==> config.mk <==
export PLATFORM = sky130hd
export DESIGN_NAME = stroke_ratio_meter
export DESIGN_NICKNAME = d
export VERILOG_FILES = /design/src/rtl/stroke_ratio_meter_pkg.sv /design/src/rtl/seq_divider.sv /design/src/rtl/stroke_ratio_meter.sv
export SDC_FILE = /design/constraint.sdc
export NUM_CORES = 1
export LEC_CHECK = 0
export CORE_MARGIN = 5
export CORE_UTILIZATION = 40
export CTS_CLUSTER_DIAMETER = 200
export DETAILED_ROUTE_END_ITERATION = 8
export PLACE_DENSITY = 0.54
export SLEW_MARGIN = 20
export SYNTH_ARGS = -nofsm -noshare
export SYNTH_HDL_FRONTEND = slang
export SYNTH_SLANG_ARGS = --single-unit
==> constraint.sdc <==
create_clock -name count_clock -period 4.4 [get_ports count_clock]
set_input_delay 0.66 -clock count_clock [delete_from_list [all_inputs] [get_ports count_clock]]
set_output_delay 0.66 -clock count_clock [all_outputs]
set_load 0.02 [all_outputs]
==> src/rtl/stroke_ratio_meter_pkg.sv <==
// ratio_defs: phase encodings and numerator-width helper shared by the stroke ratio meter.
package ratio_defs;
  typedef enum logic [1:0] {IDLE = 2'd0, DRIVE = 2'd1, RECOVERY = 2'd2} phase_t;
  function automatic int calc_num_w(input int cnt_w, input int scale);
    return cnt_w + $clog2(scale + 1);
  endfunction
endpackage

==> src/rtl/seq_divider.sv <==
// seq_divider: restoring divider, one quotient bit per cycle, done pulse then free on the next cycle.
module seq_divider #(
  parameter int NUM_W = 36,
  parameter int CNT_W = 32
) (
  input  logic             count_clock,
  input  logic             reset,
  input  logic             start,
  input  logic [NUM_W-1:0] dividend,
  input  logic [CNT_W-1:0] divisor,
  output logic             busy,
  output logic             done,
  output logic [NUM_W-1:0] quotient
);
  localparam int STEP_W = $clog2(NUM_W + 2);
  logic [NUM_W-1:0]  r_q;
  logic [CNT_W-1:0]  r_rem, r_div, w_diff;
  logic [STEP_W-1:0] r_step;
  logic              r_busy, r_done, w_ge;
  logic [CNT_W:0]    w_sh;
  always_comb begin
    w_sh   = {r_rem, r_q[NUM_W-1]};
    w_ge   = w_sh[CNT_W] || (w_sh[CNT_W-1:0] >= r_div);
    w_diff = w_sh[CNT_W-1:0] - r_div;
  end
  always_ff @(negedge count_clock) begin
    if (reset) begin
      r_q    <= '0;
      r_rem  <= '0;
      r_div  <= '0;
      r_step <= '0;
      r_busy <= 1'b0;
      r_done <= 1'b0;
    end else if (start && !r_busy) begin
      r_q    <= dividend;
      r_rem  <= '0;
      r_div  <= divisor;
      r_step <= '0;
      r_busy <= 1'b1;
      r_done <= 1'b0;
    end else if (r_done) begin
      r_done <= 1'b0;
      r_busy <= 1'b0;
    end else if (r_busy) begin
      if (r_step == STEP_W'(NUM_W)) r_done <= 1'b1;
      else begin
        r_rem  <= w_ge ? w_diff : w_sh[CNT_W-1:0];
        r_q    <= {r_q[NUM_W-2:0], w_ge};
        r_step <= r_step + 1'b1;
      end
    end
  end
  assign busy     = r_busy;
  assign done     = r_done;
  assign quotient = (r_div == '0) ? '0 : r_q;
endmodule

==> src/rtl/stroke_ratio_meter.sv <==
// stroke_ratio_meter: times drive/recovery phases per stroke, divides in the background
// and keeps a moving average of the recovery:drive ratio.
module stroke_ratio_meter
  import ratio_defs::*;
#(
  parameter int CNT_W     = 32,
  parameter int SCALE     = 10,
  parameter int RATIO_W   = 8,
  parameter int RATIO_MAX = 99,
  parameter int AVG_LOG2  = 2,
  parameter int TIMEOUT   = 2**24
) (
  input  logic               count_clock,
  input  logic               reset,
  input  logic               start_drive,
  input  logic               start_recovery,
  output logic [RATIO_W-1:0] ratio,
  output logic               ratio_valid,
  output logic [RATIO_W-1:0] ratio_avg,
  output logic               avg_valid,
  output logic               avg_full,
  output logic [1:0]         phase,
  output logic               idle,
  output logic               overrun
);
  localparam int NUM_W = calc_num_w(CNT_W, SCALE);
  localparam int N     = 2**AVG_LOG2;
  localparam int SUM_W = RATIO_W + AVG_LOG2;
  localparam logic [CNT_W-1:0] TO_V  = CNT_W'(TIMEOUT);
  localparam logic [NUM_W-1:0] MAX_Q = NUM_W'(RATIO_MAX);
  phase_t             r_phase, w_next;
  logic               r_sd, r_sr, w_fd, w_rr, w_to, w_bnd, w_clr;
  logic [CNT_W-1:0]   r_drive, r_rec;
  logic               w_busy, w_done;
  logic [NUM_W-1:0]   w_num, w_quo;
  logic [RATIO_W-1:0] w_sat, r_ratio, r_avg;
  logic               r_ratio_valid, r_avg_valid, r_ovr;
  logic [RATIO_W-1:0] r_hist [N];
  logic [AVG_LOG2-1:0] r_ptr;
  logic [AVG_LOG2:0]  r_fill;
  logic [SUM_W-1:0]   r_sum, w_sum_new;
  always_comb begin
    w_fd   = r_sd && !start_drive;
    w_rr   = !r_sr && start_recovery && !w_fd;
    w_to   = (r_phase == DRIVE && r_drive >= TO_V) || (r_phase == RECOVERY && r_rec >= TO_V);
    w_bnd  = w_fd && r_phase == RECOVERY;
    w_next = w_fd ? DRIVE : w_to ? IDLE : (w_rr && r_phase == DRIVE) ? RECOVERY : r_phase;
    w_clr  = w_next == IDLE && r_phase != IDLE;
    w_num  = NUM_W'(r_rec) * NUM_W'(SCALE);
    w_sat  = (w_quo > MAX_Q) ? RATIO_W'(RATIO_MAX) : w_quo[RATIO_W-1:0];
    w_sum_new = r_sum + SUM_W'(r_ratio) - SUM_W'(r_hist[r_ptr]);
  end
  always_ff @(negedge count_clock) begin
    r_phase <= reset ? IDLE : w_next;
    r_sd    <= reset ? 1'b0 : start_drive;
    r_sr    <= reset ? 1'b0 : start_recovery;
    r_ovr   <= reset ? 1'b0 : (r_ovr || (w_bnd && w_busy));
  end
  always_ff @(negedge count_clock) begin
    if (reset || w_clr) begin
      r_drive <= '0;
      r_rec   <= '0;
    end else if (w_fd) begin
      r_drive <= CNT_W'(1);
      r_rec   <= '0;
    end else if (w_next == RECOVERY && r_phase == DRIVE) r_rec <= CNT_W'(1);
    else if (r_phase == DRIVE) r_drive <= (&r_drive) ? r_drive : r_drive + 1'b1;
    else if (r_phase == RECOVERY) r_rec <= (&r_rec) ? r_rec : r_rec + 1'b1;
  end
  seq_divider #(.NUM_W(NUM_W), .CNT_W(CNT_W)) u_div (
    .count_clock(count_clock),
    .reset      (reset),
    .start      (w_bnd),
    .dividend   (w_num),
    .divisor    (r_drive),
    .busy       (w_busy),
    .done       (w_done),
    .quotient   (w_quo)
  );
  // An in-flight result still lands after idle; a clear in the same cycle wins.
  always_ff @(negedge count_clock) begin
    if (reset) begin
      r_ratio       <= '0;
      r_ratio_valid <= 1'b0;
      r_avg         <= '0;
      r_avg_valid   <= 1'b0;
      r_sum         <= '0;
      r_ptr         <= '0;
      r_fill        <= '0;
      for (int i = 0; i < N; i++) r_hist[i] <= '0;
    end else begin
      r_ratio_valid <= w_done;
      if (w_done) r_ratio <= w_sat;
      r_avg_valid <= r_ratio_valid && !w_clr;
      if (w_clr) begin
        r_sum  <= '0;
        r_ptr  <= '0;
        r_fill <= '0;
        for (int i = 0; i < N; i++) r_hist[i] <= '0;
      end else if (r_ratio_valid) begin
        r_hist[r_ptr] <= r_ratio;
        r_sum         <= w_sum_new;
        r_ptr         <= r_ptr + 1'b1;
        r_avg         <= w_sum_new[SUM_W-1:AVG_LOG2];
        r_fill        <= r_fill[AVG_LOG2] ? r_fill : r_fill + 1'b1;
      end
    end
  end
  assign ratio       = r_ratio;
  assign ratio_valid = r_ratio_valid;
  assign ratio_avg   = r_avg;
  assign avg_valid   = r_avg_valid;
  assign avg_full    = r_fill[AVG_LOG2];
  assign phase       = r_phase;
  assign idle        = r_phase == IDLE;
  assign overrun     = r_ovr;
endmodule

==> impl_results.md, run 1 <==
- Status: finished clean
- Initial antenna violation count: 0
- Num CTS Buffers: 31
- Die height: 198 um
- Simple-gate share of the synthesized area: 20.1%
- R2R Path Start: r_rec[1]$_SDFFE_NP0P_
- Met1 Use GR: 24.7%
- Setup CP Type: in -> reg
- Share of cells above drive strength 1: 6.97%
- R2r endpoint: u_div.r_q[34]$_SDFFE_NP0P_
- Power Dens Cells: 338 nW/um^2
- Hold buffers post-CTS: 0
- DR vias/cell: 5.15
- Crit path max fanout: 6
- Synth-to-layout area growth: 20.7%
- Synth async-reset ratio: 0%
- CTS root buffer: clkbuf_16
- PnR worst setup slack: 0.0846 ns
- Area leader, netlist: dfxtp_1
- Max Transition Viols Final: 0
- Crit start category: input port
- Overflow after GRT: 0
- Synth warnings: 0
- Post-Synthesis Cells: 1,688
- Synth area leaders: dfxtp_1 (30%), ha_1 (9.9%), edfxtp_1 (6.8%)
- Reg2Reg Setup Slack: 0.54 ns
- Gr busiest metal: met2
- # DRC: 0
- Placed cell count: 2,155
- Setup_tns: 0 ns
- H-tree levels: 1
- Pleak: 0.00834 uW
- Non-Filler Instances: 2,455
- Core area: 35,300 um^2
- GR Layer Usage met2: 27.8%
- Syn Area/Cell: 8.42 um^2
- Min-delay src: ratio_avg[5]$_SDFFE_NP0N_
- Path type of the worst min-delay path: reg -> reg
- EDFF count, synth: 32
- Full die area: 39,400 um^2
- Xor and xnor fraction of the mapped netlist area: 6.96%
- Initial Util: 40.2%
- Drt first pass iters: 5
- Ports: 27
- Count leader, synth: nand2_1
- PortBufs: 26
- Antenna Violating Nets Remaining: 0
- WHS Endpoint: ratio_avg[5]$_SDFFE_NP0N_
- Total Routing Usage GR: 18.3%
- Final hold violation count: 0
- Antenna diode instance count: 0
- Synth Flop Type: dfxtp_1
- Global routing met3 resource utilization: 5.23%
- TritonCTS clock tree: built
- DR WL/cell: 14.7 um
- Worst Path Required: 2.67 ns
- Post-Synth Adder-Cell Area: 11.4%
- Relative slew slack: 59.9%
- Crit path capture type: flip-flop
- Maximum clock insertion buffer count: 3
- Worst-margin pin slew: 0.594 ns
- Die Width: 198 um
- WHS: 0.458 ns
- WL final: 36.2 mm
- # clock sinks: 244
- Worst-path clk slew: 0.03 ns
- Clock Latency Late Sink: 0.61 ns
- Pin count of the biggest net entering global routing: 41
- Seq/Total Area, Yosys: 36.6%
- Share of Yosys cell area claimed by the top area cell type: 29.9%
- Power, Total: 5800 uW
- Nets: 2,097
- Critical Path Start: start_drive
- Synth cell types: 66
- Worst IR drop on VDD: 0.259 mV
- Via count: 12,700
- Post-synth top cells: nand2_1 (217), dfxtp_1 (212), nor2_1 (190)
- Worst Skew: 0.0229 ns
- First-pass GRT wire length: 60.9 mm
- Synth Area in Compound Gates: 16.5%
- Worst R2R Path Depth: 16
- Endpoints failing setup: 0
- Hpwl dp: 25.5 mm
- Max-cap viol count: 0
- Pre-CTS setup slack: -0.557 ns
- Post-synthesis mux area share: 3.60%
- Syn_nets: 1,815
- Floorplan row count: 69
- Data arrival, critical path: 2.59 ns
- DRT iter0 DRCs: 566
- Yosys reg bits: 244
- Largest family of logic cells by synthesized area: simple AND/OR/NAND/NOR gates
- Post-synthesis instance area: 14,200 um^2
- Placer Congestion: 0.854
- Vias in the first global route: 12,900
- Min-Delay Path Depth: 1
==> through the flow <==
step	util [%]	cell area (um^2)
after global routing	48.6	17200
after global placement	43.2	15300
after detailed placement	43.2	15300
after floorplan	-	14200
after CTS	48.5	17100
final	48.6	17200
==> routing by layer <==
| layer | wire length, um | part of all wire [%] | vias to the layer above |
|---|---|---|---|
| met3 | 1400 | 3.9 | 62 |
| met1 | 17900 | 49 | 5887 |
| met4 | 834 | 2.3 | 0 |
| met2 | 16000 | 44 | 207 |
| li1 | - | - | 6496 |
| met5 | 0 | 0 | - |
==> layout by cell type, fill, tap and decap left out, types with 4 or more instances in the layout <==
cell	synthesis	final
dlygate4sd2_1	0	22
inv_4	0	8
nand3_1	31	30
a31oi_1	9	9
o21ai_1	5	5
clkinvlp_2	0	7
dfxtp_1	212	210
a21oi_1	148	147
o21bai_1	6	6
xnor2_1	59	59
mux2i_1	32	32
edfxtp_1	32	32
o21a_1	6	6
nand2b_1	16	14
ha_1	113	113
nor2_2	1	4
o21ai_0	49	49
or3_1	7	6
nand2_1	217	217
and2_1	7	7
a311oi_1	26	26
a22o_1	8	8
o31ai_1	4	4
buf_4	0	46
fa_1	10	10
inv_1	107	356
nor2_1	190	187
nand4_1	28	28
a21o_1	38	38
clkbuf_16	0	31
nor4_1	18	18
xor2_1	54	54
and4_1	10	10
buf_12	0	7
nor2b_1	14	13
mux4_2	8	8
a211oi_1	27	27
o211ai_1	12	12
nor3_1	17	16
and3_1	49	49
==> cell families after synthesis <==
group	after synthesis
adders and majority gates	123
xor gates and xnor gates	113
AOI/OAI and AO/OA	367
muxes	41
buffers and inverters	180
and+or+nand+nor	620
DFF	244
==> what timing repair did <==
| item | in CTS | in global routing |
|---|---|---|
| gates resized for setup | 23 | 7 |
| pin swaps | 0 | 1 |
| setup buffers | 0 | 0 |
| endpoints found under the setup margin | 22 | 10 |
==> worst max-delay path by stage <==
stage                     cells after the start                            to
after floorplan                               8    r_hist[0][0]$_SDFFCE_NN0P_
after global placement                       10      r_drive[26]$_SDFFE_NP0P_
after detailed placement                      7  u_div.r_rem[26]$_SDFFE_NP0P_
after CTS                                     1                     avg_valid
after global routing                          8  u_div.r_rem[19]$_SDFFE_NP0P_
final                                         8  u_div.r_rem[19]$_SDFFE_NP0P_
==> worst max-delay path, stage by stage <==
cell and delay (ns):
clkdlybuf4s50_1 0.48, nand2b_2 0.26, or3_2 0.47, nand2b_1 0.18
buf_4 0.14, nor2_1 0.11, a21oi_1 0.19, o21ai_0 0.10
==> flip-flops by register name (all words and copies together), names as in the netlist, 2 cells and up, named ones only <==
signal / cells
r_hist: 32
r_fill: 3
u_div.r_div: 32
r_rec: 32
ratio_avg: 8
u_div.r_step: 6
r_sum: 10
u_div.r_q: 36
r_ptr: 2
phase: 2
r_drive: 32
u_div.r_rem: 32
ratio: 8
==> report_power, final <==
group / switching [uW] / leakage, uW / total (uW) / internal [uW]
logic: 112 / 0.00451 / 184 / 71.4
registers: 9.76 / 0.00204 / 2300 / 2290
clock network: 1620 / 0.00179 / 3320 / 1700
==> layout make-up <==
| cell class | instances | area [um^2] |
|---|---|---|
| multi-input combinational | 1264 | 8360 |
| sequential | 244 | 5210 |
| clock inverter | 270 | 1120 |
| inverter | 106 | 398 |
| clock buffer | 31 | 776 |
| tap | 461 | 577 |
| fill | 3576 | 18200 |
| timing repair buffer | 79 | 716 |
Note: power is estimated with default switching activity, not from simulation.
==> run 2: changes to the inputs <==
- CAP_MARGIN: default -> 5
- SETUP_SLACK_MARGIN: default -> 0.5
==> run 2 against run 1 <==
Count of clock-buffer cells in the layout is the same. Combinational power up 6%. Clock power decreased by 1%. Sequential power hardly changed.
==> impl_results.md, run 2 (same netlist as run 1, synthesis figures left out) <==
- TritonCTS clock tree: built (unchanged)
- Path type of the worst min-delay path: reg -> reg (unchanged)
- Worst-margin pin slew: 0.700 ns (was 0.594 ns)
- Initial antenna violation count: 0 (unchanged)
- Antenna Violating Nets Remaining: 0 (unchanged)
- WL final: 36.0 mm (was 36.2 mm)
- Floorplan row count: 69 (unchanged)
- Nets: 2,110 (was 2,097)
- Placed cell count: 2,153 (was 2,155)
- Most frequent cells in the layout: inv_1 (353), nand2_1 (214), dfxtp_1 (187) (was inv_1 (356), nand2_1 (217), dfxtp_1 (210))
- # clock sinks: 244 (unchanged)
- Max-cap viol count: 0 (unchanged)
- Worst-path clk slew: 0.04 ns (was 0.03 ns)
- Die Width: 198 um (unchanged)
- Worst IR drop on VDD: 0.341 mV (was 0.259 mV)
- RSZ-0062 raised after global routing: true
- DR vias/cell: 5.09 (was 5.15)
- Data arrival, critical path: 3.37 ns (was 2.59 ns)
- Final hold violation count: 0 (unchanged)
- Placer Congestion: 0.868 (was 0.854)
- Vias in the first global route: 12,700 (was 12,900)
- Crit path capture type: output pin (was flip-flop)
- Maximum clock insertion buffer count: 3 (unchanged)
- Max Transition Viols Final: 0 (unchanged)
- Synth-to-layout area growth: 23.2% (was 20.7%)
- Die height: 198 um (unchanged)
- Hold buffers post-CTS: 0 (unchanged)
- Total Routing Usage GR: 18.1% (was 18.3%)
- Worst Path Required: 3.74 ns (was 2.67 ns)
- Biggest register: u_div.r_q (unchanged)
- Total of fill cells in the finished design: 3,455 (was 3,576)
- Num CTS Buffers: 30 (was 31)
- Crit start category: flip-flop (was input port)
- Pin count of the biggest net entering global routing: 80 (was 41)
- Relative slew slack: 53.3% (was 59.9%)
- PortBufs: 26 (unchanged)
- CTS root buffer: clkbuf_16 (unchanged)
- Initial Util: 40.2% (unchanged)
- Drt first pass iters: 5 (unchanged)
- First-pass GRT wire length: 60.1 mm (was 60.9 mm)
- Non-Filler Instances: 2,465 (was 2,455)
- Ports: 27 (unchanged)
- Share of cells above drive strength 1: 11.4% (was 6.97%)
- Crit path max fanout: 3 (was 6)
- Endpoints failing setup: 0 (unchanged)
- Via count: 12,500 (was 12,700)
- Hpwl dp: 25.3 mm (was 25.5 mm)
- H-tree levels: 1 (unchanged)
- # DRC: 0 (unchanged)
- Most common cell after layout, fill and taps aside: inv_1 (unchanged)
- Clock Latency Late Sink: 0.63 ns (was 0.61 ns)
- Power Dens Cells: 330 nW/um^2 (was 338 nW/um^2)
- Full die area: 39,400 um^2 (unchanged)
- Worst Skew: 0.0327 ns (was 0.0229 ns)
- Pleak: 0.00835 uW (was 0.00834 uW)
- Setup CP Type: reg -> out (was in -> reg)
- Overflow after GRT: 0 (unchanged)
- DRT iter0 DRCs: 560 (was 566)
- Register area: 5250 um^2 (was 5210 um^2)
- Core area: 35,300 um^2 (unchanged)
- Antenna diode instance count: 0 (unchanged)
- Area of the multi-input gates: 8520 um^2 (was 8360 um^2)
- Status: finished clean (unchanged)
- Max reg flops: 36 (unchanged)
- Power, Total: 5770 uW (was 5800 uW)
- DR WL/cell: 14.6 um (was 14.7 um)
[run 2: cell count changes in the layout (fill, tap and decap cells not counted), moves of 6 or more]
| cell | previous run | this run |
|---|---|---|
| a211oi_1 | 27 | 17 |
| a211oi_2 | 1 | 11 |
| buf_4 | 46 | 57 |
| buf_6 | 0 | 24 |
| dfxtp_1 | 210 | 187 |
| dfxtp_2 | 2 | 18 |
| dfxtp_4 | 0 | 7 |
| dlygate4sd2_1 | 22 | 0 |
| o21ai_0 | 49 | 43 |
| o21ai_1 | 5 | 11 |
[run 2: worst paths after layout]
kind | startpoint | endpoint | slack (ns) | depth (start not counted)
worst max-delay path | phase[1]$_SDFF_NP0_ | idle | 0.37 | 2
worst min-delay path | u_div.r_rem[31]$_SDFFE_NP0P_ | u_div.r_rem[31]$_SDFFE_NP0P_ | 0.45 | 2
worst max register to register | r_rec[7]$_SDFFE_NP0P_ | u_div.r_q[35]$_SDFFE_NP0P_ | 0.75 | 12
worst min register to register | u_div.r_rem[31]$_SDFFE_NP0P_ | u_div.r_rem[31]$_SDFFE_NP0P_ | 0.45 | 2
[run 2: area by class of cell]
| type | count | share of cell area, % |
|---|---|---|
| Inverter | 106 | 2.27 |
| Clock inverter | 266 | 6.31 |
| Timing Repair Buffer | 93 | 5.02 |
| Clock buffer | 31 | 4.43 |
| Tap cell | 461 | 3.30 |
| Multi-Input combinational cell | 1264 | 48.7 |
| Sequential cell | 244 | 30.0 |
[run 2: critical path, stage by stage, from the launching register on]
cell and delay (ns):
dfxtp_4 0.35, nor2_4 0.10, buf_6 0.12
[run 2: what timing repair did]
item,4_1_cts,5_1_grt
gates cloned,0,0
endpoints found under the setup margin,235,56
buffers inserted,14,2
pin swaps,7,8
gates resized for setup,169,20
[run 2: metrics by stage]
stage	worst slack, ns	area, um^2	utilization, %	hold slack (ns)	setup TNS, ns
after floorplan	0.161	14500	-	0.426	0
after global placement	-0.318	15400	43.6	0.445	-41.19
after detailed placement	-0.309	15400	43.6	0.444	-44.22
after CTS	0.328	17400	49.4	0.449	0
after global routing	0.321	17500	49.6	0.476	0
final	0.367	17500	49.6	0.449	0
[run 2: metal layers]
layer	up-vias	routed length [um]	GRT usage [%]
li1	6515	-	-
met1	5797	18400	25.2
met2	185	15700	26.7
met3	50	1190	5.03
met4	0	710	7.24
met5	-	0	0
[run 2: power breakdown]
| group | internal, uW | total (uW) | switching (uW) | leakage (uW) |
|---|---|---|---|---|
| Clock | 1740 | 3280 | 1540 | 0.00176 |
| Combinational | 77.1 | 195 | 118 | 0.00454 |
| Sequential | 2290 | 2290 | 8.19 | 0.00205 |
| Total | 4100 | 5770 | 1670 | 0.00835 |
==> run 3: changes to the inputs <==
--- a/config.mk
+++ b/config.mk
@@ -6,4 +6,5 @@
 export NUM_CORES = 1
 export LEC_CHECK = 0
+export ABC_AREA = 1
 export CAP_MARGIN = 5
 export CORE_MARGIN = 5
@@ -11,5 +12,5 @@
 export CTS_CLUSTER_DIAMETER = 200
 export DETAILED_ROUTE_END_ITERATION = 8
-export PLACE_DENSITY = 0.54
+export PLACE_DENSITY_LB_ADDON = 0.25
 export SETUP_SLACK_MARGIN = 0.5
 export SLEW_MARGIN = 20
==> constraint.sdc (replaced) <==
create_clock -name count_clock -period 4.4 [get_ports count_clock]
set_input_delay 0.66 -clock count_clock [delete_from_list [all_inputs] [get_ports count_clock]]
set_output_delay 0.66 -clock count_clock [all_outputs]
set_load 0.01 [all_outputs]
==> run 3 against run 2 <==
Synthesized cell count up 56%. Global-route usage rose by 3.4 points. Clock skew up 0.018 ns. Largest power group unchanged. Critical path type unchanged. Hold slack improved by 0.011 ns. Die area is 19% higher.
==> impl_results.md, run 3 <==
- Initial antenna violation count: 1 (was 0)
- Data arrival, critical path: 3.37 ns (about the same)
- Min-Delay Path Depth: 2 (unchanged)
- Power Dens Cells: 303 nW/um^2 (was 330 nW/um^2)
- Synth area leaders: dfxtp_1 (25%), nand2_1 (17%), inv_1 (8.5%) (was dfxtp_1 (30%), ha_1 (9.9%), edfxtp_1 (6.8%))
- Final hold violation count: 0 (unchanged)
- Post-synthesis instance area: 17,000 um^2 (was 14,200 um^2)
- Final core occ: 49.6% (about the same)
- Overflow after GRT: 0 (unchanged)
- Status: finished clean (unchanged)
- Post-Synthesis Cells: 2,626 (was 1,688)
- DR WL/cell: 15.1 um (was 14.6 um)
- # DRC: 0 (unchanged)
- Most common cell after layout, fill and taps aside: nand2_1 (was inv_1)
- Antenna diode instance count: 0 (unchanged)
- Critical path's slowest cell: dfxtp_4 (unchanged)
- Setup CP Type: reg -> out (unchanged)
- Drt first pass iters: 5 (unchanged)
- Reg2Reg Setup Slack: 1.00 ns (was 0.75 ns)
- Crit path cell chain: nor2_2 > buf_2 (was nor2_4 > buf_6)
- Endpoints failing setup: 0 (unchanged)
- Most frequent cells in the layout: nand2_1 (757), inv_1 (631), nor2_1 (230) (was inv_1 (353), nand2_1 (214), dfxtp_1 (187))
- Count leader, synth: nand2_1 (unchanged)
- Full die area: 46,900 um^2 (was 39,400 um^2)
- Antenna Violating Nets Remaining: 0 (unchanged)
- Nets: 3,062 (was 2,110)
- Yosys reg bits: 244 (unchanged)
- Worst path depth: 2 (unchanged)
- PnR worst setup slack: 0.373 ns (was 0.367 ns)
- Placed cell count: 3,175 (was 2,153)
- EDFF count, synth: 32 (unchanged)
- Vias in the first global route: 17,500 (was 12,700)
- Relative slew slack: 33.4% (was 53.3%)
- Non-Filler Instances: 3,497 (was 2,465)
- Family with the most delay on the worst path: flip-flops (unchanged)
- Via count: 18,000 (was 12,500)
- Min-delay src: u_div.r_q[30]$_SDFFE_NP0P_ (was u_div.r_rem[31]$_SDFFE_NP0P_)
- Worst IR drop on VDD: 0.298 mV (was 0.341 mV)
- Die Width: 216 um (was 198 um)
- Maximum clock insertion buffer count: 3 (unchanged)
- Floorplan row count: 75 (was 69)
- CTS root buffer: clkbuf_16 (unchanged)
- First-pass GRT wire length: 84.2 mm (was 60.1 mm)
- Syn Area/Cell: 6.49 um^2 (was 8.42 um^2)
- R2r endpoint: r_sum[7]$_SDFFE_NP0P_ (was u_div.r_q[35]$_SDFFE_NP0P_)
- Area leader, netlist: dfxtp_1 (unchanged)
- Hpwl dp: 38.7 mm (was 25.3 mm)
- Clock Latency Late Sink: 0.65 ns (was 0.63 ns)
- Die height: 216 um (was 198 um)
- Post-synth top cells: nand2_1 (771), inv_1 (386), nor2_1 (231) (was nand2_1 (217), dfxtp_1 (212), nor2_1 (190))
- WHS: 0.460 ns (was 0.449 ns)
- WL final: 52.7 mm (was 36.0 mm)
- H-tree levels: 1 (unchanged)
- RSZ-0062 raised after global routing: true (unchanged)
- Ports: 27 (unchanged)
- Hold buffers post-CTS: 0 (unchanged)
- Max reg flops: 36 (unchanged)
- Crit start category: flip-flop (unchanged)
- Path type of the worst min-delay path: reg -> reg (unchanged)
- Seq/Total Area, Yosys: 30.5% (was 36.6%)
- DR vias/cell: 5.15 (was 5.09)
- Worst Path Required: 3.74 ns (about the same)
- PortBufs: 26 (unchanged)
- Biggest register: u_div.r_q (unchanged)
- Max-cap viol count: 0 (unchanged)
- Share of Yosys cell area claimed by the top area cell type: 24.9% (was 29.9%)
- Synth Flop Type: dfxtp_1 (unchanged)
- Pin count of the biggest net entering global routing: 54 (was 80)
- CP bufs+invs: 1 (unchanged)
- Core area: 42,000 um^2 (was 35,300 um^2)
- Worst-margin pin slew: 0.998 ns (was 0.700 ns)
- Placer Congestion: 0.982 (was 0.868)
- Synth cell types: 45 (was 66)
- Total Routing Usage GR: 21.5% (was 18.1%)
- DRT iter0 DRCs: 1,255 (was 560)
- Synth async-reset ratio: 0% (unchanged)
- Pleak: 0.0103 uW (was 0.00835 uW)
- Pre-CTS setup slack: -0.388 ns (was -0.309 ns)
- Synth warnings: 0 (unchanged)
- WHS Endpoint: u_div.r_q[30]$_SDFFE_NP0P_ (was u_div.r_rem[31]$_SDFFE_NP0P_)
- Worst path max stage delay: 0.34 ns (was 0.35 ns)
- Total of fill cells in the finished design: 4,261 (was 3,455)
- Worst Skew: 0.0508 ns (was 0.0327 ns)
- Worst-path clk slew: 0.04 ns (about the same)
- Setup_tns: 0 ns (unchanged)
- Synth-to-layout area growth: 22.4% (was 23.2%)
- Syn_nets: 2,753 (was 1,815)
- Num CTS Buffers: 30 (unchanged)
- TritonCTS clock tree: built (unchanged)
- Initial Util: 40.6% (was 40.2%)
- # clock sinks: 244 (unchanged)
- Crit path max fanout: 3 (unchanged)
- Crit path capture type: output pin (unchanged)
- Share of cells above drive strength 1: 8.08% (was 11.4%)
- Max Transition Viols Final: 0 (unchanged)
- Worst R2R Path Depth: 14 (was 12)
## run 3: cell count changes in the layout (fill, tap and decap cells not counted), moves of 32 or more
cell and change:
mux2i_1 -32, a21o_1 -34, inv_1 +278, o22ai_1 +38, nand2_1 +543, nand3_1 +182, nor2_1 +45, xnor2_1 -46
nor3_1 +43, and3_1 -47
## run 3: area by class of cell
type                            count  area (um^2)  share of cell area, %
Timing Repair Buffer              101         1130                   5.43
Tap cell                          539          674                   3.23
Clock buffer                       30          751                   3.60
Sequential cell                   244         5250                   25.2
Timing Repair inverter              1         7.51                 0.0360
Multi-Input combinational cell   1908        10200                   48.8
Inverter                          405         1550                   7.45
Clock inverter                    269         1310                   6.28
## run 3: stage by stage
step                total power, uW  cell area [um^2]
floorplan                      2840             17200
global placement               2920             18400
detailed placement             2930             18400
CTS                            6420             20700
global route                   6710             20900
finish                         6330             20900
## run 3: how the worst max path moves through the flow
| stage | from | end | slack [ns] |
|---|---|---|---|
| 2_1_floorplan | start_drive | r_hist[0][0]$_SDFFCE_NN0P_ | 0.43 |
| 3_3_place_gp | start_drive | u_div.r_q[7]$_SDFFE_NP0P_ | -0.38 |
| 3_5_place_dp | start_drive | u_div.r_q[7]$_SDFFE_NP0P_ | -0.39 |
| 4_1_cts | phase[1]$_SDFF_NP0_ | idle | 0.34 |
| 5_1_grt | phase[1]$_SDFF_NP0_ | idle | 0.32 |
| 6_report | phase[1]$_SDFF_NP0_ | idle | 0.37 |
## run 3: repair_timing
action,CTS,global route
cloned,1,5
endpoints found under the setup margin,254,102
resized for setup,157,15
pin swaps,2,4
buffers inserted,13,5
## run 3: kinds of logic (layout without fill, tap and decap cells)
| kind of cell | count (synthesis) | count (layout) | share of synthesized area, % |
|---|---|---|---|
| AND/OR/NAND/NOR | 1387 | 1387 | 34.6 |
| AO/OA/AOI/OAI | 309 | 309 | 9.86 |
| buffers and inverters | 474 | 806 | 11.0 |
| flip-flops | 244 | 244 | 30.5 |
| adder cells (fa/ha/maj) | 123 | 123 | 9.47 |
| XOR/XNOR | 89 | 89 | 4.57 |
## run 3: worst register-to-register path, stage by stage (launching register included)
cell and delay, ns:
dfxtp_1 0.62, inv_1 0.32, o21ai_0 0.29, o22ai_1 0.14, fa_1 0.50, inv_1 0.04, ha_1 0.36, nand2_1 0.10
nor3_1 0.31, a21oi_1 0.16, nor2_1 0.11, nor2_1 0.06, xnor2_1 0.11, nand2_1 0.09, o21ai_1 0.07
## run 3: routing by layer
metal,GRT usage [%],up-vias,part of all wire (%)
met5,0,-,0.025
met4,8.78,2,2.6
met3,5.16,94,6.3
met2,34.3,566,45
met1,28.2,8259,46
li1,-,9101,-
## run 3: where the power goes
| group | internal [uW] | switching [uW] |
|---|---|---|
| combinational | 100 | 184 |
| clock | 2090 | 1660 |
| sequential | 2290 | 11.3 |
